<file path="src/rtl/neo_frame_sequencer_pkg.sv">
// Shared types for the NeoPixel frame sequencer: pixel colour layout and sequencer FSM states.
package neopix_pkg;

  localparam int unsigned NEO_COLOR_W = 24;

  // Wire order on the strip is G, R, B.
  typedef struct packed {
    logic [7:0] g;
    logic [7:0] r;
    logic [7:0] b;
  } color_t;

  typedef enum logic [2:0] {
    StIdle,
    StWaitRdy,
    StSetup,
    StLoad,
    StGo,
    StWaitLow,
    StWaitHigh
  } seq_state_t;

endpackage

</file>
<file path="src/rtl/neo_frame_sequencer_if.sv">
// Pixel write port plus driver load/go/ready handshake of the frame sequencer.
interface neo_frame_sequencer_if #(
  parameter int unsigned NUM_PIXELS = 8
);
  import neopix_pkg::*;

  localparam int unsigned IDX_W = $clog2(NUM_PIXELS);

  logic             wr_en;
  logic [IDX_W-1:0] wr_addr;
  color_t           wr_color;
  logic             commit;
  logic             overrun_clr;
  logic             drv_ready;
  logic             drv_load;
  logic             drv_go;
  logic [IDX_W-1:0] drv_index;
  color_t           drv_color;
  logic             busy;
  logic             frame_done;
  logic             overrun;

  // master: game logic and strip driver side; slave: the sequencer
  modport master (
    output wr_en, wr_addr, wr_color, commit, overrun_clr, drv_ready,
    input  drv_load, drv_go, drv_index, drv_color, busy, frame_done, overrun
  );

  modport slave (
    input  wr_en, wr_addr, wr_color, commit, overrun_clr, drv_ready,
    output drv_load, drv_go, drv_index, drv_color, busy, frame_done, overrun
  );

endinterface

</file>
<file path="src/rtl/neo_frame_sequencer_timer.sv">
// Free-running frame timer: counts 0..FRAME_TICKS-1 and pulses tick for one cycle after each wrap.
module neo_frame_timer #(
  parameter int unsigned FRAME_TICKS = 833_333
) (
  input  logic clock,
  input  logic reset,
  output logic tick
);
  localparam int unsigned CNT_W = $clog2(FRAME_TICKS);
  localparam logic [CNT_W-1:0] LastCnt = CNT_W'(FRAME_TICKS - 1);

  logic [CNT_W-1:0] count_q;

  always_ff @(posedge clock or posedge reset) begin
    if (reset) begin
      count_q <= '0;
      tick    <= 1'b0;
    end else begin
      tick    <= (count_q == LastCnt);
      count_q <= (count_q == LastCnt) ? '0 : count_q + CNT_W'(1);
    end
  end

endmodule

</file>
<file path="src/rtl/neo_frame_sequencer.sv">
// Replays the pixel buffer to the NeoPixel driver as whole frames on each timer wrap or commit.
// Define NEOSEQ_DOUBLE_BUFFER_EN to read frames from a snapshot taken when the frame starts.
module neo_frame_sequencer
  import neopix_pkg::*;
#(
  parameter int unsigned NUM_PIXELS  = 8,
  parameter int unsigned FRAME_TICKS = 833_333
) (
  input logic                  clock,
  input logic                  reset,
  neo_frame_sequencer_if.slave bus
);
  localparam int unsigned IDX_W = $clog2(NUM_PIXELS);
  localparam logic [IDX_W-1:0] LastIdx = IDX_W'(NUM_PIXELS - 1);

  seq_state_t       state_q;
  logic [IDX_W-1:0] idx_q;
  logic             pending_q;
  logic             tick;
  logic             trigger;
  logic             start;
  color_t           buffer_q [NUM_PIXELS];
  color_t           frame_px;

  neo_frame_timer #(
    .FRAME_TICKS(FRAME_TICKS)
  ) u_timer (
    .clock(clock),
    .reset(reset),
    .tick (tick)
  );

  // A timer wrap coinciding with commit is a single trigger.
  assign trigger = tick | bus.commit;
  assign start   = (state_q == StIdle) && (trigger || pending_q);

  always_ff @(posedge clock or posedge reset) begin
    if (reset) begin
      for (int unsigned i = 0; i < NUM_PIXELS; i++) buffer_q[i] <= '0;
    end else if (bus.wr_en && (32'(bus.wr_addr) < NUM_PIXELS)) begin
      buffer_q[bus.wr_addr] <= bus.wr_color;
    end
  end

`ifdef NEOSEQ_DOUBLE_BUFFER_EN
  color_t snap_q [NUM_PIXELS];

  // Copy happens on the same edge as any write, so the snapshot holds the pre-write value.
  always_ff @(posedge clock or posedge reset) begin
    if (reset) begin
      for (int unsigned i = 0; i < NUM_PIXELS; i++) snap_q[i] <= '0;
    end else if (start) begin
      snap_q <= buffer_q;
    end
  end

  assign frame_px = snap_q[idx_q];
`else
  assign frame_px = buffer_q[idx_q];
`endif

  always_ff @(posedge clock or posedge reset) begin
    if (reset) begin
      state_q        <= StIdle;
      idx_q          <= '0;
      pending_q      <= 1'b0;
      bus.drv_load   <= 1'b0;
      bus.drv_go     <= 1'b0;
      bus.drv_index  <= '0;
      bus.drv_color  <= '0;
      bus.busy       <= 1'b0;
      bus.frame_done <= 1'b0;
      bus.overrun    <= 1'b0;
    end else begin
      bus.drv_load   <= 1'b0;
      bus.drv_go     <= 1'b0;
      bus.frame_done <= 1'b0;

      // A new overrun event wins over a simultaneous clear.
      if (bus.overrun_clr) bus.overrun <= 1'b0;
      if ((state_q != StIdle) && trigger) begin
        if (pending_q) bus.overrun <= 1'b1;
        else           pending_q   <= 1'b1;
      end

      unique case (state_q)
        StIdle: begin
          if (start) begin
            pending_q <= 1'b0;
            bus.busy  <= 1'b1;
            state_q   <= StWaitRdy;
          end
        end
        StWaitRdy: begin
          if (bus.drv_ready) begin
            idx_q   <= '0;
            state_q <= StSetup;
          end
        end
        StSetup: begin
          bus.drv_index <= idx_q;
          bus.drv_color <= frame_px;
          bus.drv_load  <= 1'b1;
          state_q       <= StLoad;
        end
        StLoad: begin
          if (idx_q == LastIdx) begin
            bus.drv_go <= 1'b1;
            state_q    <= StGo;
          end else begin
            idx_q   <= idx_q + IDX_W'(1);
            state_q <= StSetup;
          end
        end
        StGo: begin
          state_q <= StWaitLow;
        end
        StWaitLow: begin
          if (!bus.drv_ready) state_q <= StWaitHigh;
        end
        StWaitHigh: begin
          if (bus.drv_ready) begin
            bus.frame_done <= 1'b1;
            bus.busy       <= 1'b0;
            state_q        <= StIdle;
          end
        end
        default: state_q <= StIdle;
      endcase
    end
  end

endmodule

</file>
<file path="src/flat_wrapper.sv">
// flat-port wrapper written by rule: the top's interface ports become plain ports
module neo_frame_sequencer_flat import neopix_pkg::*;
#(
  parameter int unsigned NUM_PIXELS  = 8,
  parameter int unsigned FRAME_TICKS = 833_333
)
  (clock, reset, bus_wr_en, bus_wr_addr, bus_wr_color, bus_commit, bus_overrun_clr, bus_drv_ready, bus_drv_load, bus_drv_go, bus_drv_index, bus_drv_color, bus_busy, bus_frame_done, bus_overrun);
  neo_frame_sequencer_if #(.NUM_PIXELS(NUM_PIXELS)) bus_i ();
  input logic clock;
  input logic reset;
  input wire logic [$bits(bus_i.wr_en)-1:0] bus_wr_en;
  input wire logic [$bits(bus_i.wr_addr)-1:0] bus_wr_addr;
  input wire logic [$bits(bus_i.wr_color)-1:0] bus_wr_color;
  input wire logic [$bits(bus_i.commit)-1:0] bus_commit;
  input wire logic [$bits(bus_i.overrun_clr)-1:0] bus_overrun_clr;
  input wire logic [$bits(bus_i.drv_ready)-1:0] bus_drv_ready;
  output wire logic [$bits(bus_i.drv_load)-1:0] bus_drv_load;
  output wire logic [$bits(bus_i.drv_go)-1:0] bus_drv_go;
  output wire logic [$bits(bus_i.drv_index)-1:0] bus_drv_index;
  output wire logic [$bits(bus_i.drv_color)-1:0] bus_drv_color;
  output wire logic [$bits(bus_i.busy)-1:0] bus_busy;
  output wire logic [$bits(bus_i.frame_done)-1:0] bus_frame_done;
  output wire logic [$bits(bus_i.overrun)-1:0] bus_overrun;
  assign bus_i.wr_en = bus_wr_en;
  assign bus_i.wr_addr = bus_wr_addr;
  assign bus_i.wr_color = bus_wr_color;
  assign bus_i.commit = bus_commit;
  assign bus_i.overrun_clr = bus_overrun_clr;
  assign bus_i.drv_ready = bus_drv_ready;
  assign bus_drv_load = bus_i.drv_load;
  assign bus_drv_go = bus_i.drv_go;
  assign bus_drv_index = bus_i.drv_index;
  assign bus_drv_color = bus_i.drv_color;
  assign bus_busy = bus_i.busy;
  assign bus_frame_done = bus_i.frame_done;
  assign bus_overrun = bus_i.overrun;
  neo_frame_sequencer #(.NUM_PIXELS(NUM_PIXELS), .FRAME_TICKS(FRAME_TICKS)) u_core (.clock(clock), .reset(reset), .bus(bus_i));
endmodule
</file>
<file path="config.mk">
export PLATFORM = sky130hd
export DESIGN_NAME = neo_frame_sequencer_flat
export DESIGN_NICKNAME = d
export VERILOG_FILES = /design/src/rtl/neo_frame_sequencer_pkg.sv /design/src/rtl/neo_frame_sequencer_if.sv /design/src/rtl/neo_frame_sequencer_timer.sv /design/src/rtl/neo_frame_sequencer.sv /design/src/flat_wrapper.sv
export SDC_FILE = /design/constraint.sdc
export NUM_CORES = 1
export LEC_CHECK = 0
export ABC_AREA = 1
export CELL_PAD_IN_SITES_DETAIL_PLACEMENT = 0
export CELL_PAD_IN_SITES_GLOBAL_PLACEMENT = 1
export CORE_MARGIN = 2
export CORE_UTILIZATION = 49
export DETAILED_ROUTE_END_ITERATION = 8
export GPL_TIMING_DRIVEN = 0
export PLACE_DENSITY = 0.95
export SLEW_MARGIN = 20
export SYNTH_ARGS = -nofsm -noshare
export SYNTH_HDL_FRONTEND = slang
export SYNTH_SLANG_ARGS = --single-unit
</file>
<file path="constraint.sdc">
create_clock -name clock -period 16.4 [get_ports clock]
set_input_delay 1.64 -clock clock [delete_from_list [all_inputs] [get_ports clock]]
set_output_delay 1.64 -clock clock [all_outputs]
set_load 0.01 [all_outputs]
</file>
==> results of run 1 <==
## cell type report
cell class                      count  area [sq um]
Buffer                             80         435.4
Timing Repair Buffer               66         695.7
Tap cell                          285         356.6
Fill cell                        2025          9450
Clock inverter                      8         45.04
Multi-Input combinational cell    895          4096
Inverter                           66         257.7
Sequential cell                   252          6306
Clock buffer                       39         790.8
## kinds of logic after synthesis
logic type	Yosys count
and+or+nand+nor	523
AOI/OAI and AO/OA	356
DFF	252
buffers and inverters	146
xor gates and xnor gates	12
adders and majority gates	4
## state kept, by name, indices dropped and copies added (netlist names)
| register | cells |
|---|---|
| u_core.buffer_q | 192 |
| u_core.bus.drv_color | 24 |
| u_core.u_timer.count_q | 20 |
| u_core.bus.drv_index | 3 |
| u_core.idx_q | 3 |
| u_core.state_q | 3 |
| u_core.bus.busy | 1 |
| u_core.bus.drv_go | 1 |
| u_core.bus.drv_load | 1 |
| u_core.bus.frame_done | 1 |
| u_core.bus.overrun | 1 |
| u_core.pending_q | 1 |
| u_core.u_timer.tick | 1 |
## layer usage
layer | vias to the layer above | wire [um]
met5 | - | 0
met2 | 398 | 14650
met4 | 0 | 1022
li1 | 4444 | -
met1 | 4642 | 13770
met3 | 79 | 2405
## power groups by stage
stage / Combinational, W / Sequential [W] / Clock (W)
after global placement: 0.000548 / 0.000822 / 0
after global routing: 0.000632 / 0.000832 / 0.000610
after CTS: 0.000563 / 0.000816 / 0.000581
after floorplan: 0.000345 / 0.000823 / 0
final: 0.000567 / 0.000818 / 0.000578
after detailed placement: 0.000558 / 0.000825 / 0
## through the flow
step	util [%]	instances	area [sq um]	hold slack, ns	total power (W)
after floorplan	-	1293	11090	0.4478	0.001168
after global placement	53.87	1642	12090	0.4595	0.001370
after detailed placement	54.15	1644	12150	0.4678	0.001383
after CTS	57.88	1691	12980	0.4824	0.001960
after global routing	57.88	1691	12980	0.4959	0.002075
final	57.88	1691	12980	0.4790	0.001963
## cells in the final DEF, fill, tap and decap left out, drive strengths merged
master         synthesis  final
or2                    1      1
clkinv                 0      6
nand4                  2      2
nor2                 169    169
ha                     4      4
nand3                 46     46
inv                   66     66
o211ai                 1      1
xor2                  10     10
a21oi                 29     29
nand2                297    297
nand3b                 1      1
clkinvlp               0      2
clkbuf                32     71
buf                   48     50
nor3                   7      7
o21bai                 1      1
dfrtp                252    252
o21ai                277    277
xnor2                  2      2
clkdlybuf4s50          0     64
o22ai                 48     48
## worst max path at each step
stage                                          from                          endpoint  slack [ns]
6_report       u_core.bus.drv_color[20]$_DFFE_PP0P_                 bus_drv_color[20]       13.25
3_5_place_dp                         bus_wr_addr[1]   u_core.buffer_q[99]$_DFFE_PP0P_       13.05
5_1_grt        u_core.bus.drv_color[20]$_DFFE_PP0P_                 bus_drv_color[20]       13.24
4_1_cts        u_core.bus.drv_color[20]$_DFFE_PP0P_                 bus_drv_color[20]       13.26
2_1_floorplan                                 reset    u_core.buffer_q[0]$_DFFE_PP0P_        7.83
3_3_place_gp                                  reset  u_core.buffer_q[102]$_DFFE_PP0P_        4.70
==> metrics, run 1 <==
Setup Viol. Count Final 0; I/O pin count 65; DRT iter0 DRCs 781; compound-cell area share of the yosys netlist 16.66%; fraction of registers with async set/reset 100.0%; fin nets 1424; CTS tree done; post-synthesis mux area share 0%; EDFF count, synth 0; final setup margin 13.25 ns; YS warnings 0; Port Buffer Count 64; Gate power share 28.9%; sequential fraction of the synthesis area 56.87%; Crit Path Category reg -> out; Power Internal 0.001297 W; grt ovf 0; Top FF cell, synth dfrtp_1; max_cap viols 0; Core Area 0.02243 sq mm; #FFs+latches synth 252; max incr delay on CP 0.58 ns; global-route met3 utilization 4.035%; flop-to-flop setup slack 14.64 ns; vias in the first global route 9576; synth cell count leaders nand2_1, o21ai_0, dfrtp_1; Mean Syn Cell Area 8.576 sq um; Ant. Diodes 0; root buf cell clkbuf_16; Max Clk Rate 317.8 MHz; Max Root-Sink Buffers 3; sw power 0.0006664 W; largest family of logic cells by synthesized area simple AND/OR/NAND/NOR gates; worst r2r src u_core.u_timer.count_q[0]$_DFF_PP0_; Clk Latency, worst-skew pair 0.54 ns; post_cts resized 0; first-pass GRT wire length 51620 um; Slew @ Worst Pin 0.7343 ns; Hold Vio Cnt, Final 0; Fin Setup TNS 0 ns; Cell Area, Synth 0.01109 sq mm; unrepaired setup endpoints after global routing no; Synth top area share 56.87%; met1 usage 38.70%; sequential share of power 41.7%; Buf+Inv Stages, Crit Path 1; Detailed Place HPWL 20910 um; Post-Route WL 31850 um; Tcrit/Tclk final 19.19%; GR peak layer met2; DR DRC count 0; top-count cell post-synth nand2_1; post-route ant nets 0; CTS H-tree lvls 1; Post-Synth Simple-Gate Area 18.89%; share of layout cells above drive strength 1 7.681%; maximum vdd drop 0.07021 mV; sw frac 33.94%; initial antenna violation count 0; XOR/XNOR Fraction of Synth Area 0.9479%; Worst setup EP type output port; worst path arrival time 1.51 ns; Placement Setup Slack 13.05 ns; Clock transition at path regs 0.06 ns; routed vias/inst 5.655; Setup Fix Bufs, Post-CTS 0; max_slew headroom 51.05%; # rows 55; First-pass DRT Iterations 6; CTS Sinks 252; status complete, no violations; GRT Util Overall 27.37%; Adder-Cell Fraction of Synth Area 0.4514%; final max-slew violation count 0; Mapped Nets 1330; post-route clock skew 0.01736 ns; CP startpoint kind flop; crit-path max FO 2; gpl congestion 0.9170; reg2reg path depth 7; die height 154.4 um; hold path start u_core.buffer_q[163]$_DFFE_PP0P_; largest area contributor in the netlist dfrtp_1; global-route track usage on met2 43.05%; CTS Buf Count 26; CP delay by family, top buffers and inverters; Layout area overhead 17.10%; Hold WC Path Type reg -> reg; via count 9563; CP max-delay cell clkdlybuf4s50_1; Avg WL per Cell 18.83 um; minimum clock period after layout 3.147 ns; critical path cell sequence clkdlybuf4s50_1; Hold Path End u_core.buffer_q[163]$_DFFE_PP0P_; Clk pwr share 29.5%; Crit. path cell count 1; Leak Pwr 6.049 nW; reg2reg end u_core.u_timer.count_q[3]$_DFF_PP0_; ranking of synthesized cells by area dfrtp_1, o21ai_0, nand2_1, nor2_1, o22ai_1; initial core utilization 49.43%; PwrDens 151.2 mW/mm^2; hold-critical path depth 2; largest net degree at the start of global routing 108; Worst Path Required 14.76 ns; Die X 154.4 um; Mapped Cells 1293; cts hold-fix bufs 0; Netlist cell types 31; Die Area 0.02385 sq mm
(Power assumes the default switching activity.)
==> inputs of run 2 (changes only) <==
--- a/config.mk
+++ b/config.mk
@@ -9,10 +9,10 @@
 export CELL_PAD_IN_SITES_DETAIL_PLACEMENT = 0
 export CELL_PAD_IN_SITES_GLOBAL_PLACEMENT = 1
 export CORE_MARGIN = 2
-export CORE_UTILIZATION = 49
+export CORE_UTILIZATION = 45
 export DETAILED_ROUTE_END_ITERATION = 8
 export GPL_TIMING_DRIVEN = 0
-export PLACE_DENSITY = 0.95
+export PLACE_DENSITY = 0.89
 export SLEW_MARGIN = 20
 export SYNTH_ARGS = -nofsm -noshare
 export SYNTH_HDL_FRONTEND = slang
==> constraint.sdc (replaced) <==
create_clock -name clock -period 3.3 [get_ports clock]
set_input_delay 0.33 -clock clock [delete_from_list [all_inputs] [get_ports clock]]
set_output_delay 0.33 -clock clock [all_outputs]
set_load 0.01 [all_outputs]
==> run 2 against run 1 <==
  * Sequential power increased to 5.0 times the previous value
  * Register-to-register slack got worse by 13 ns
  * Cell area increased by 3.0%
  * Hold slack got worse by 0.31 ns
  * First-iteration DRC count increased by 35%
  * Critical endpoint unchanged
  * Largest cell class unchanged
==> metrics, run 2 (synthesized netlist as in run 1, its figures left out) <==
fin area 0.01337 sq mm; initial antenna violation count 0; max FFs per register 192; unrepaired setup endpoints after global routing no; Placed Cells 1691; First-pass DRT Iterations 5; Max Root-Sink Buffers 3; DRT iter0 DRCs 1053; Hold Vio Cnt, Final 0; Fillers 2251; Worst setup EP type output port; max incr delay on CP 0.56 ns; crit-path max FO 2; Slew @ Worst Pin 0.7301 ns; root buf cell clkbuf_16; worst path arrival time 1.48 ns; Port Buffer Count 64; Avg WL per Cell 18.51 um; CP max-delay cell clkdlybuf4s50_1; Top Registers u_core.buffer_q (192), u_core.bus.drv_color (24), u_core.u_timer.count_q (20); Max Clk Rate 553.6 MHz; placed cell area 0.01238 sq mm; minimum clock period after layout 1.806 ns; CP delay by family, top buffers and inverters; Post-Route WL 32270 um; reg2reg path depth 7; cts hold-fix bufs 0; status complete, no violations; Non-Filler Instances 1743; post-route clock skew 0.008721 ns; CP startpoint kind flop; largest net degree at the start of global routing 34; Setup Fix Bufs, Post-CTS 0; post_cts resized 0; Crit. path cell count 1; share of layout cells above drive strength 1 8.457%; vias in the first global route 9421; commonest non-fill, non-tap cell in the layout nand2_1; Buf+Inv Stages, Crit Path 1; maximum vdd drop 0.4081 mV; Clk Latency, worst-skew pair 0.54 ns; Fin Setup TNS 0 ns; max_cap viols 0; CTS Buf Count 28; critical path cell sequence clkdlybuf4s50_1; die height 161.0 um; # rows 57; via count 9595; Crit Path Category reg -> out; fin nets 1434; Clock transition at path regs 0.06 ns; Die X 161.0 um; Layout area overhead 20.56%; Ant. Diodes 0; post-route ant nets 0; most frequent cells in the layout nand2_1, o21ai_0, dfrtp_1, nor2_1, clkdlybuf4s50_1; grt ovf 0; Leak Pwr 6.204 nW; GRT Util Overall 25.45%; gpl congestion 0.8852; initial core utilization 45.73%; Die Area 0.02591 sq mm; max_slew headroom 51.33%; I/O pin count 65; CTS tree done; Tcrit/Tclk final 54.74%; Detailed Place HPWL 22030 um; CTS Sinks 252; Biggest register u_core.buffer_q; Hold WC Path Type in -> async; final max-slew violation count 0; DR DRC count 0; Worst Path Required 2.97 ns; CTS H-tree lvls 1; routed vias/inst 5.505; Setup Viol. Count Final 0; Hold WS 0.1711 ns; first-pass GRT wire length 52250 um; Core Area 0.02425 sq mm; PwrDens 764.7 mW/mm^2
[run 2: area by class of cell]
class,count,area (sq um),share of cell area (%)
clock buffer,41,830.8,6.215
clock inverter,11,161.4,1.207
tap,324,405.4,3.033
multi-input combinational,895,4096,30.64
inverter,66,254.0,1.900
buffer,80,435.4,3.257
timing repair buffer,74,878.3,6.571
sequential,252,6306,47.17
[run 2: power breakdown]
group	leakage (nW)	internal, W	switching, W
combinational	2.55	0.00110	0.00175
clock	0.488	0.00205	0.00126
sequential	3.16	0.00372	0.000339
[run 2: path summary, 6_finish.rpt]
kind | from | endpoint | slack [ns]
setup / recovery | u_core.bus.drv_color[20]$_DFFE_PP0P_ | bus_drv_color[20] | 1.49
hold / removal | reset | u_core.buffer_q[46]$_DFFE_PP0P_ | 0.17
setup reg to reg | u_core.u_timer.count_q[0]$_DFF_PP0_ | u_core.u_timer.count_q[3]$_DFF_PP0_ | 1.54
hold reg to reg | u_core.buffer_q[146]$_DFFE_PP0P_ | u_core.buffer_q[146]$_DFFE_PP0P_ | 0.48
max in group asynchronous | reset | u_core.bus.drv_color[15]$_DFFE_PP0P_ | 2.24
min in group clock | bus_overrun_clr | u_core.bus.overrun$_DFF_PP0_ | 0.35
[run 2: through the flow]
step                      power (W)  util, %  setup WS, ns
after detailed placement   0.006917    51.04         1.287
final                       0.01022    55.13         1.494
after floorplan            0.005806        -       -0.3457
after global placement     0.006819    50.06        -2.238
after global routing        0.01080    55.13         1.342
after CTS                   0.01024    55.13         1.472
[run 2: layer usage]
metal  GRT usage [%]  vias to the layer above  routed length, um
met3           3.878                       50               2484
li1                -                     4464                  -
met1           37.23                     4697              14520
met4           5.641                        0                592
met2           40.50                      384              14670
met5               0                        -                  0
